## src/rtl/sdram_arbit_if.sv

```systemverilog
// rtl/sdram_arbit_if.sv - Sub-block handshake and SDRAM pin bundle for sdram_arbit
//
// Purpose: groups the sub-block trigger/end/grant handshakes, the per-sub-block
// command/address/bank buses and the muxed SDRAM pin outputs.
// Modports:
//   master - arbiter view: takes triggers, ends and sub-block buses; drives
//            grant pulses, ref_break, ref_miss and the SDRAM pins.
//   slave  - sub-block/pin view: the mirror image of master.
interface sdram_arbit_if;
    logic        init_end;
    logic        wr_trig;
    logic        rd_trig;
    logic        ref_end;
    logic        wr_end;
    logic        rd_end;
    logic [3:0]  init_cmd;
    logic [3:0]  ref_cmd;
    logic [3:0]  wr_cmd;
    logic [3:0]  rd_cmd;
    logic [12:0] init_addr;
    logic [12:0] ref_addr;
    logic [12:0] wr_addr;
    logic [12:0] rd_addr;
    logic [1:0]  wr_bank;
    logic [1:0]  rd_bank;
    logic        ref_en;
    logic        wr_en;
    logic        rd_en;
    logic        ref_break;
    logic        ref_miss;
    logic [3:0]  sdram_cmd;
    logic [12:0] sdram_addr;
    logic [1:0]  sdram_bank;

    modport master (
        input  init_end, wr_trig, rd_trig, ref_end, wr_end, rd_end,
        input  init_cmd, ref_cmd, wr_cmd, rd_cmd,
        input  init_addr, ref_addr, wr_addr, rd_addr, wr_bank, rd_bank,
        output ref_en, wr_en, rd_en, ref_break, ref_miss,
        output sdram_cmd, sdram_addr, sdram_bank
    );

    modport slave (
        output init_end, wr_trig, rd_trig, ref_end, wr_end, rd_end,
        output init_cmd, ref_cmd, wr_cmd, rd_cmd,
        output init_addr, ref_addr, wr_addr, rd_addr, wr_bank, rd_bank,
        input  ref_en, wr_en, rd_en, ref_break, ref_miss,
        input  sdram_cmd, sdram_addr, sdram_bank
    );
endinterface

```

## src/rtl/sdram_arbit.sv

```systemverilog
// rtl/sdram_arbit.sv - SDRAM command arbiter, refresh timer and bus multiplexer
//
// Purpose: owns the refresh interval timer, latches write/read triggers, grants
// the SDRAM bus to one sub-block at a time (refresh > write > read) and muxes
// the granted sub-block's command/address/bank onto the pins.
// Ports:
//   sclk  - system clock, rising edge
//   s_rst - synchronous active-high reset
//   bus   - sdram_arbit_if.master (handshakes, sub-block buses, SDRAM pins)
module sdram_arbit #(
    parameter int REF_CYCLES = 780
) (
    input  logic          sclk,
    input  logic          s_rst,
    sdram_arbit_if.master bus
);

    typedef enum logic [2:0] {
        ST_INIT  = 3'd0,
        ST_ARBIT = 3'd1,
        ST_AREF  = 3'd2,
        ST_WRITE = 3'd3,
        ST_READ  = 3'd4
    } state_t;

    localparam logic [11:0] REF_LAST = 12'(REF_CYCLES - 1);
    localparam logic [3:0]  CMD_NOP  = 4'b0111;

    state_t      state_q, state_d;
    logic [11:0] timer_q, timer_d;
    logic        ref_req_q, ref_req_d;
    logic        wr_pend_q, wr_pend_d;
    logic        rd_pend_q, rd_pend_d;
    logic        ref_miss_q, ref_miss_d;
    logic        ref_en_q, ref_en_d;
    logic        wr_en_q, wr_en_d;
    logic        rd_en_q, rd_en_d;

    logic        grant_ref, grant_wr, grant_rd;
    logic        timer_wrap;

    // State register
    always_ff @(posedge sclk) begin
        if (s_rst) begin
            state_q    <= ST_INIT;
            timer_q    <= '0;
            ref_req_q  <= 1'b0;
            wr_pend_q  <= 1'b0;
            rd_pend_q  <= 1'b0;
            ref_miss_q <= 1'b0;
            ref_en_q   <= 1'b0;
            wr_en_q    <= 1'b0;
            rd_en_q    <= 1'b0;
        end else begin
            state_q    <= state_d;
            timer_q    <= timer_d;
            ref_req_q  <= ref_req_d;
            wr_pend_q  <= wr_pend_d;
            rd_pend_q  <= rd_pend_d;
            ref_miss_q <= ref_miss_d;
            ref_en_q   <= ref_en_d;
            wr_en_q    <= wr_en_d;
            rd_en_q    <= rd_en_d;
        end
    end

    // Next-state logic, refresh timer and request latches
    always_comb begin
        state_d   = state_q;
        grant_ref = 1'b0;
        grant_wr  = 1'b0;
        grant_rd  = 1'b0;

        case (state_q)
            ST_INIT:  if (bus.init_end) state_d = ST_ARBIT;
            ST_ARBIT: begin
                if (ref_req_q) begin
                    grant_ref = 1'b1;
                    state_d   = ST_AREF;
                end else if (wr_pend_q) begin
                    grant_wr = 1'b1;
                    state_d  = ST_WRITE;
                end else if (rd_pend_q) begin
                    grant_rd = 1'b1;
                    state_d  = ST_READ;
                end
            end
            ST_AREF:  if (bus.ref_end) state_d = ST_ARBIT;
            ST_WRITE: if (bus.wr_end)  state_d = ST_ARBIT;
            ST_READ:  if (bus.rd_end)  state_d = ST_ARBIT;
            default:  state_d = ST_INIT;
        endcase

        timer_wrap = (state_q != ST_INIT) && (timer_q == REF_LAST);
        if (state_q == ST_INIT || timer_wrap) timer_d = '0;
        else                                  timer_d = timer_q + 12'd1;

        // A new expiry takes precedence over a clearing grant in the same cycle.
        ref_req_d  = timer_wrap | (ref_req_q & ~grant_ref);
        ref_miss_d = ref_miss_q | (timer_wrap & ref_req_q);

        // A trigger coincident with the grant keeps the latch set, queuing a second burst.
        wr_pend_d  = bus.wr_trig | (wr_pend_q & ~grant_wr);
        rd_pend_d  = bus.rd_trig | (rd_pend_q & ~grant_rd);

        // Grants are registered so *_en lines up with the first cycle of the new state.
        ref_en_d   = grant_ref;
        wr_en_d    = grant_wr;
        rd_en_d    = grant_rd;
    end

    // Output logic
    always_comb begin
        bus.sdram_cmd  = CMD_NOP;
        bus.sdram_addr = '0;
        bus.sdram_bank = 2'b00;
        case (state_q)
            ST_INIT: begin
                bus.sdram_cmd  = bus.init_cmd;
                bus.sdram_addr = bus.init_addr;
            end
            ST_AREF: begin
                bus.sdram_cmd  = bus.ref_cmd;
                bus.sdram_addr = bus.ref_addr;
            end
            ST_WRITE: begin
                bus.sdram_cmd  = bus.wr_cmd;
                bus.sdram_addr = bus.wr_addr;
                bus.sdram_bank = bus.wr_bank;
            end
            ST_READ: begin
                bus.sdram_cmd  = bus.rd_cmd;
                bus.sdram_addr = bus.rd_addr;
                bus.sdram_bank = bus.rd_bank;
            end
            default: ;
        endcase

        bus.ref_break = ref_req_q && (state_q == ST_WRITE || state_q == ST_READ);
        bus.ref_en    = ref_en_q;
        bus.wr_en     = wr_en_q;
        bus.rd_en     = rd_en_q;
        bus.ref_miss  = ref_miss_q;
    end

endmodule

```

## src/flat_wrapper.sv

```systemverilog
// flat-port wrapper written by rule: the top's interface ports become plain ports
module sdram_arbit_flat 
#(
    parameter int REF_CYCLES = 780
)
  (sclk, s_rst, bus_init_end, bus_wr_trig, bus_rd_trig, bus_ref_end, bus_wr_end, bus_rd_end, bus_init_cmd, bus_ref_cmd, bus_wr_cmd, bus_rd_cmd, bus_init_addr, bus_ref_addr, bus_wr_addr, bus_rd_addr, bus_wr_bank, bus_rd_bank, bus_ref_en, bus_wr_en, bus_rd_en, bus_ref_break, bus_ref_miss, bus_sdram_cmd, bus_sdram_addr, bus_sdram_bank);
  sdram_arbit_if bus_i ();
  input  logic sclk;
  input  logic s_rst;
  input wire logic [$bits(bus_i.init_end)-1:0] bus_init_end;
  input wire logic [$bits(bus_i.wr_trig)-1:0] bus_wr_trig;
  input wire logic [$bits(bus_i.rd_trig)-1:0] bus_rd_trig;
  input wire logic [$bits(bus_i.ref_end)-1:0] bus_ref_end;
  input wire logic [$bits(bus_i.wr_end)-1:0] bus_wr_end;
  input wire logic [$bits(bus_i.rd_end)-1:0] bus_rd_end;
  input wire logic [$bits(bus_i.init_cmd)-1:0] bus_init_cmd;
  input wire logic [$bits(bus_i.ref_cmd)-1:0] bus_ref_cmd;
  input wire logic [$bits(bus_i.wr_cmd)-1:0] bus_wr_cmd;
  input wire logic [$bits(bus_i.rd_cmd)-1:0] bus_rd_cmd;
  input wire logic [$bits(bus_i.init_addr)-1:0] bus_init_addr;
  input wire logic [$bits(bus_i.ref_addr)-1:0] bus_ref_addr;
  input wire logic [$bits(bus_i.wr_addr)-1:0] bus_wr_addr;
  input wire logic [$bits(bus_i.rd_addr)-1:0] bus_rd_addr;
  input wire logic [$bits(bus_i.wr_bank)-1:0] bus_wr_bank;
  input wire logic [$bits(bus_i.rd_bank)-1:0] bus_rd_bank;
  output wire logic [$bits(bus_i.ref_en)-1:0] bus_ref_en;
  output wire logic [$bits(bus_i.wr_en)-1:0] bus_wr_en;
  output wire logic [$bits(bus_i.rd_en)-1:0] bus_rd_en;
  output wire logic [$bits(bus_i.ref_break)-1:0] bus_ref_break;
  output wire logic [$bits(bus_i.ref_miss)-1:0] bus_ref_miss;
  output wire logic [$bits(bus_i.sdram_cmd)-1:0] bus_sdram_cmd;
  output wire logic [$bits(bus_i.sdram_addr)-1:0] bus_sdram_addr;
  output wire logic [$bits(bus_i.sdram_bank)-1:0] bus_sdram_bank;
  assign bus_i.init_end = bus_init_end;
  assign bus_i.wr_trig = bus_wr_trig;
  assign bus_i.rd_trig = bus_rd_trig;
  assign bus_i.ref_end = bus_ref_end;
  assign bus_i.wr_end = bus_wr_end;
  assign bus_i.rd_end = bus_rd_end;
  assign bus_i.init_cmd = bus_init_cmd;
  assign bus_i.ref_cmd = bus_ref_cmd;
  assign bus_i.wr_cmd = bus_wr_cmd;
  assign bus_i.rd_cmd = bus_rd_cmd;
  assign bus_i.init_addr = bus_init_addr;
  assign bus_i.ref_addr = bus_ref_addr;
  assign bus_i.wr_addr = bus_wr_addr;
  assign bus_i.rd_addr = bus_rd_addr;
  assign bus_i.wr_bank = bus_wr_bank;
  assign bus_i.rd_bank = bus_rd_bank;
  assign bus_ref_en = bus_i.ref_en;
  assign bus_wr_en = bus_i.wr_en;
  assign bus_rd_en = bus_i.rd_en;
  assign bus_ref_break = bus_i.ref_break;
  assign bus_ref_miss = bus_i.ref_miss;
  assign bus_sdram_cmd = bus_i.sdram_cmd;
  assign bus_sdram_addr = bus_i.sdram_addr;
  assign bus_sdram_bank = bus_i.sdram_bank;
  sdram_arbit #(.REF_CYCLES(REF_CYCLES)) u_core (.sclk(sclk), .s_rst(s_rst), .bus(bus_i));
endmodule
```

## config.mk

```make
export PLATFORM = sky130hd
export DESIGN_NAME = sdram_arbit_flat
export DESIGN_NICKNAME = d
export VERILOG_FILES = /design/src/rtl/sdram_arbit_if.sv /design/src/rtl/sdram_arbit.sv /design/src/flat_wrapper.sv
export SDC_FILE = /design/constraint.sdc
export NUM_CORES = 1
export LEC_CHECK = 0
export CORE_AREA = 2 2 69 71
export CTS_CLUSTER_SIZE = 40
export DETAILED_ROUTE_END_ITERATION = 12
export DIE_AREA = 0 0 71 73
export PLACE_DENSITY = 0.84
export SLEW_MARGIN = 20
export SYNTH_ARGS = -nofsm -noshare
export SYNTH_HDL_FRONTEND = slang
export SYNTH_SLANG_ARGS = --single-unit
```

## constraint.sdc

```tcl
create_clock -name sclk -period 2.6 [get_ports sclk]
set_clock_uncertainty 0.2 [all_clocks]
set_input_delay 0.26 -clock sclk [delete_from_list [all_inputs] [get_ports sclk]]
set_output_delay 0.26 -clock sclk [all_outputs]
set_load 0.03 [all_outputs]
```

==> results.yml, run 1 <==
run_status:
  status: "complete, no violations"
route:
  drt_iter0_drc: 38
  drt-wirelength-per-cell_um: 13.7
  vias: 1787
  wirelength_um: 4880
  drtPass1Iterations: 4
  drc_errors: 0
  avgViaCountPerCell: 5.02
  ant_nets: 0
global_route:
  grt_use_total_pct: 18.7
  grt_pass1_vias: 1710
  grt_start_max_net_pins: 29
  grt_pass1_wl_um: 7960
  grt.overflow.total: 0
  antenna_found_initial: 0
logic_synthesis:
  async_flop_share_pct: 0
  ys_seq_area_share_pct: 29.1
  synth-edff-count: 0
  avgSynthCellArea_um2: 7.41
  yosys-top-cells-area: "dfxtp_1 29%, mux2i_1 14%, nor2_1 9.2%, a21oi_1 5.6%, o21ai_0 5.3%"
  synth_top_area_share_pct: 29.1
  synth_ff_type: "dfxtp_1"
  synth_area_um2: 1510
  synth_cell_types: 38
  synth_top_area_cell: "dfxtp_1"
  synthesis.nets: 285
  syn_inst: 204
  ys_ff_latch: 22
  yosysWarnings: 0
worst_setup_path:
  slowest_delay_ns: 0.33
  cp_cell_sequence: "buf_4, nor2b_1, buf_4, a21oi_1, o21ai_0, buf_4"
  cp-end-kind: "output port"
  required_ns: 2.14
  cp_slowest_cell: "dfxtp_1"
  arrival_ns: 1.71
  cp_max_fo: 28
  crit_family: "buffers and inverters"
  cp_common_cell: "buf_4"
  critPathLaunchType: "register"
  crit_type: "reg2out"
  worst-path-buf-inv: 3
die:
  core_area_um2: 4540
  die_x_um: 71
  initial_utilization_pct: 33.3
  dieHeight_um: 73
  io-pin-count: 104
  rows: 25
  die-area_um2: 5180
clock_tree:
  holdBufCountCts: 0
  cts-resized-gates: 0
  tritoncts: "yes"
  insertion_delay_ns: 0.26
  path_clk_slew_ns: 0.08
  cts_setup_buffers: 0
  cts.htree.levels: 1
  cts_root_buf: "clkbuf_8"
  cts_buffers: 3
  cts_sinks: 22
  cts_buffer_depth: 2
finish:
  multi_input_area_um2: 987
  seq_area_um2: 440
  nNetsFinal: 384
  layout.cells.most_common_list: "83 x clkdlybuf4s50_1, 36 x nor2_1, 24 x buf_4"
  diodes: 0
  area_delta_synth_final_pct: 71.4
  fill_cells: 416
  final_common_cell: "clkdlybuf4s50_1"
  drive_gt1_share_pct: 10.6
  stdcell_area_um2: 2590
power:
  vdd_drop_max_uv: 213
  p_per_area_nw_per_um2: 392
  p_int_uw: 694
  pwr-share-seq_pct: 34.7
  p_total_mw: 1.02
  leakage_nw: 0.952
  p_sw_share_pct: 31.7
  power_switching_uw: 322
  p_comb_share_pct: 41.4
  pwr-share-clk_pct: 23.9
sta:
  rsz0062_at_grt: "no"
  hold_viol_final: 0
  timing.final.ws_setup_ns: 0.429
  setup-tns-final_ns: 0
  maxSlewViolCount: 0
  post-route-min-period_ns: 2.17
  whs_ns: 0.281
  relSlewSlack_pct: 55.4
  setup-violations-final: 0
  max_freq_ghz: 0.461
  min_period_over_period_pct: 83.5
  worst_pin_slew_ns: 0.668
min_path:
  hold_class: "reg2reg"
placed_design:
  dpl.hpwl_um: 3790
  pre_cts_slack_ns: 0.394
  numPortBuffers: 103
  routabilityCongestion: 0.815
  placed_area_um2: 2530
flow_run:
  maxCapViolCount: 0
## cell type report
| cell class | count | share of cell area, % |
|---|---|---|
| timing repair buffer | 107 | 39.0 |
| multi-input combinational | 161 | 38.1 |
| sequential | 22 | 17.0 |
| tap | 54 | 2.61 |
| clock buffer | 4 | 2.12 |
| inverter | 8 | 1.16 |
## synthesized netlist by cell type (3+ instances only)
| cell | number |
|---|---|
| nor2_1 | 37 |
| xor2_1 | 6 |
| a21oi_1 | 17 |
| o21ai_0 | 16 |
| dfxtp_1 | 22 |
| buf_2 | 3 |
| a22oi_1 | 4 |
| inv_1 | 8 |
| or3_1 | 3 |
| nand3_1 | 3 |
| mux2i_1 | 21 |
| xnor2_1 | 4 |
| nand2_1 | 20 |
| nand4_1 | 3 |
| clkbuf_1 | 7 |
| nor2b_1 | 3 |
## routing by layer
metal  track usage [%]  up-vias  wire length (um)
met4              7.13        0               104
li1                  -      909                 -
met1              23.0      798              2190
met3              3.87       10               361
met2              32.1       70              2220
met5                 0        -                 0
## state kept, by name (all words and copies together) (netlist names)
signal,cells
u_core.bus.rd_en,1
u_core.rd_pend_q,1
u_core.timer_q,12
u_core.state_q,3
u_core.ref_req_q,1
u_core.wr_pend_q,1
u_core.bus.ref_miss,1
u_core.bus.wr_en,1
u_core.bus.ref_en,1
## power groups by stage
| stage | sequential (mW) | clock [mW] | combinational [mW] |
|---|---|---|---|
| 5_1_grt | 0.355 | 0.261 | 0.451 |
| 6_report | 0.353 | 0.243 | 0.420 |
| 4_1_cts | 0.353 | 0.250 | 0.423 |
| 3_3_place_gp | 0.360 | 0 | 0.416 |
| 3_5_place_dp | 0.361 | 0 | 0.421 |
| 2_1_floorplan | 0.360 | 0 | 0.216 |
## worst paths after layout
path,endpoint,depth (start not counted),from,slack [ns]
worst max-delay path,bus_sdram_addr[6],6,u_core.state_q[2]$_SDFFE_PP0P_,0.43
worst min-delay path,u_core.timer_q[0]$_SDFF_PP0_,1,u_core.timer_q[0]$_SDFF_PP0_,0.28
worst max register to register,u_core.timer_q[6]$_SDFF_PP0_,4,u_core.timer_q[6]$_SDFF_PP0_,0.53
worst min register to register,u_core.timer_q[0]$_SDFF_PP0_,1,u_core.timer_q[0]$_SDFF_PP0_,0.28
## metrics by stage
stage | cells | util, %
detailed placement | 352 | 55.9
floorplan | 204 | -
global route | 356 | 57.1
global placement | 352 | 55.9
CTS | 356 | 57.1
finish | 356 | 57.1
## cells by family (layout without fill, tap and decap cells)
| logic type | after synthesis | count (layout) | share of synthesized area (%) |
|---|---|---|---|
| simple gates | 81 | 81 | 25.6 |
| fa+ha+maj | 1 | 1 | 0.828 |
| flops | 22 | 22 | 29.1 |
| compound gates | 48 | 48 | 19.0 |
| buf+inv | 21 | 119 | 5.71 |
| xor+xnor | 10 | 10 | 5.79 |
| mux | 21 | 21 | 13.9 |
Power figures use the tool's default switching activity.
==> run 2: changes to the inputs <==
- clock period: 2.6 -> 2.14 ns (I/O delays scaled with it)
==> results.yml, run 2 (synthesized netlist as in run 1, its figures left out) <==
die:
  dieHeight_um: 73
  core_area_um2: 4540
  io-pin-count: 104
  initial_utilization_pct: 33.3
  die-area_um2: 5180
  die_x_um: 71
  rows: 25
global_route:
  grt_start_max_net_pins: 19
  grt_use_total_pct: 18.8
  grt_pass1_vias: 1669
  antenna_found_initial: 0
  grt_pass1_wl_um: 7830
  grt.overflow.total: 0
finish:
  fill_cells: 432
  final_common_cell: "clkdlybuf4s50_1"
  nNetsFinal: 389
  area_delta_synth_final_pct: 74.2
  regMostFlops: "u_core.timer_q"
  drive_gt1_share_pct: 12.1
  largest_reg_flops: 12
  layout.cells.most_common_list: "83 x clkdlybuf4s50_1, 37 x nor2_1, 28 x buf_4"
  diodes: 0
  top_regs: "u_core.timer_q x12, u_core.state_q x3"
  fin_cells: 361
sta:
  relSlewSlack_pct: 74.8
  rsz0062_at_grt: "no"
  min_period_over_period_pct: 93.6
  setup-violations-final: 0
  worst_pin_slew_ns: 0.375
  whs_ns: 0.266
  maxSlewViolCount: 0
  setup-tns-final_ns: 0
  hold_viol_final: 0
  post-route-min-period_ns: 2.00
  max_freq_ghz: 0.499
power:
  leakage_nw: 0.982
  vdd_drop_max_uv: 307
  p_per_area_nw_per_um2: 477
worst_setup_path:
  arrival_ns: 1.59
  slowest_delay_ns: 0.35
  required_ns: 1.73
  r2r_slack_ns: 0.27
  crit_type: "reg2out"
  r2r_end: "u_core.ref_req_q$_SDFF_PP0_"
  r2r_start: "u_core.timer_q[7]$_SDFF_PP0_"
  cp_max_fo: 15
  reg2reg_depth: 4
  cp-end-kind: "output port"
  worst-path-buf-inv: 3
  critPathLaunchType: "register"
  crit_family: "buffers and inverters"
  cp_slowest_cell: "dfxtp_1"
  cp_cell_sequence: "buf_4, nor2b_1, buf_6, a21oi_1, o21ai_0, buf_4"
  cp_common_cell: "buf_4"
clock_tree:
  cts_buffer_depth: 2
  cts_setup_buffers: 0
  tritoncts: "yes"
  path_clk_slew_ns: 0.08
  cts_root_buf: "clkbuf_8"
  cts_sinks: 22
  cts_buffers: 3
  cts.htree.levels: 1
  holdBufCountCts: 0
  insertion_delay_ns: 0.27
min_path:
  hold_class: "reg2reg"
  hold_depth: 1
  min_from: "u_core.timer_q[0]$_SDFF_PP0_"
  hold_path_end: "u_core.timer_q[0]$_SDFF_PP0_"
route:
  ant_nets: 0
  wirelength_um: 5050
  drt_iter0_drc: 58
  drtPass1Iterations: 4
  drt-wirelength-per-cell_um: 14.0
  drc_errors: 0
  vias: 1808
  avgViaCountPerCell: 5.01
placed_design:
  numPortBuffers: 103
  place_inst: 357
  dpl.hpwl_um: 4050
  routabilityCongestion: 0.871
run_status:
  status: "complete, no violations"
flow_run:
  maxCapViolCount: 0
## run 2: cell types whose count changed in the layout (fill, tap and decap cells not counted)
cell,delta
o21ai_0,-10
o21ai_1,+10
buf_4,+4
buf_6,+1
nor2_1,+1
nor2_2,-1
or2_1,-1
or2_4,+1
## run 2: what timing repair did
item                                    CTS  global route
resized for setup                         0             2
hold endpoints to repair                  0             0
endpoints found under the setup margin    0            12
## run 2: where the power goes
group          internal (mW)  switching [mW]
Sequential             0.421         0.00850
Combinational          0.270           0.259
Clock                  0.164           0.134
## run 2: cell type report
class / count / area [um^2] / area share (%)
repair buffers: 112 / 1050 / 40.0
multi-input cells: 161 / 987 / 37.5
inverters: 8 / 30.0 / 1.14
flip-flops and latches: 22 / 440 / 16.7
clock buffers: 4 / 55.1 / 2.09
well taps: 54 / 67.6 / 2.57
## run 2: how the worst max path moves through the flow
| stage | from | to | depth (start not counted) |
|---|---|---|---|
| global placement | u_core.timer_q[7]$_SDFF_PP0_ | u_core.timer_q[5]$_SDFF_PP0_ | 4 |
| finish | u_core.state_q[2]$_SDFFE_PP0P_ | bus_sdram_addr[4] | 6 |
| CTS | u_core.timer_q[7]$_SDFF_PP0_ | u_core.timer_q[10]$_SDFF_PP0_ | 4 |
| floorplan | u_core.state_q[1]$_SDFFE_PP0P_ | bus_sdram_addr[0] | 6 |
| detailed placement | u_core.timer_q[7]$_SDFF_PP0_ | u_core.timer_q[10]$_SDFF_PP0_ | 4 |
| global route | u_core.state_q[2]$_SDFFE_PP0P_ | bus_sdram_addr[4] | 6 |
## run 2: stage by stage
stage          cell area, um^2  utilization, %  total power, mW  setup WS [ns]
6_report                  2630            58.0             1.26          0.137
5_1_grt                   2630            58.0             1.32         0.0142
4_1_cts                   2630            57.9             1.26         0.0835
3_5_place_dp              2570            56.7            0.966         0.0986
3_3_place_gp              2570            56.7            0.959          0.145
2_1_floorplan             1510               -            0.705         0.0220
## run 2: routing by layer
metal  up-vias  wire, um  track usage [%]  share of wire [%]
met4         0       126             7.76                2.5
met1       807      2060             21.8                 41
li1        915         -                -                  -
met3        11       365             3.31                7.2
met2        75      2500             34.1                 50
met5         -         0                0                  0
## run 2: worst reg2reg max path, delay by kind of cell (launching register included)
family	cells	cell delay, ns
muxes	1	0.12
DFF	1	0.35
and+or+nand+nor	2	0.89
AOI/OAI and AO/OA	1	0.22
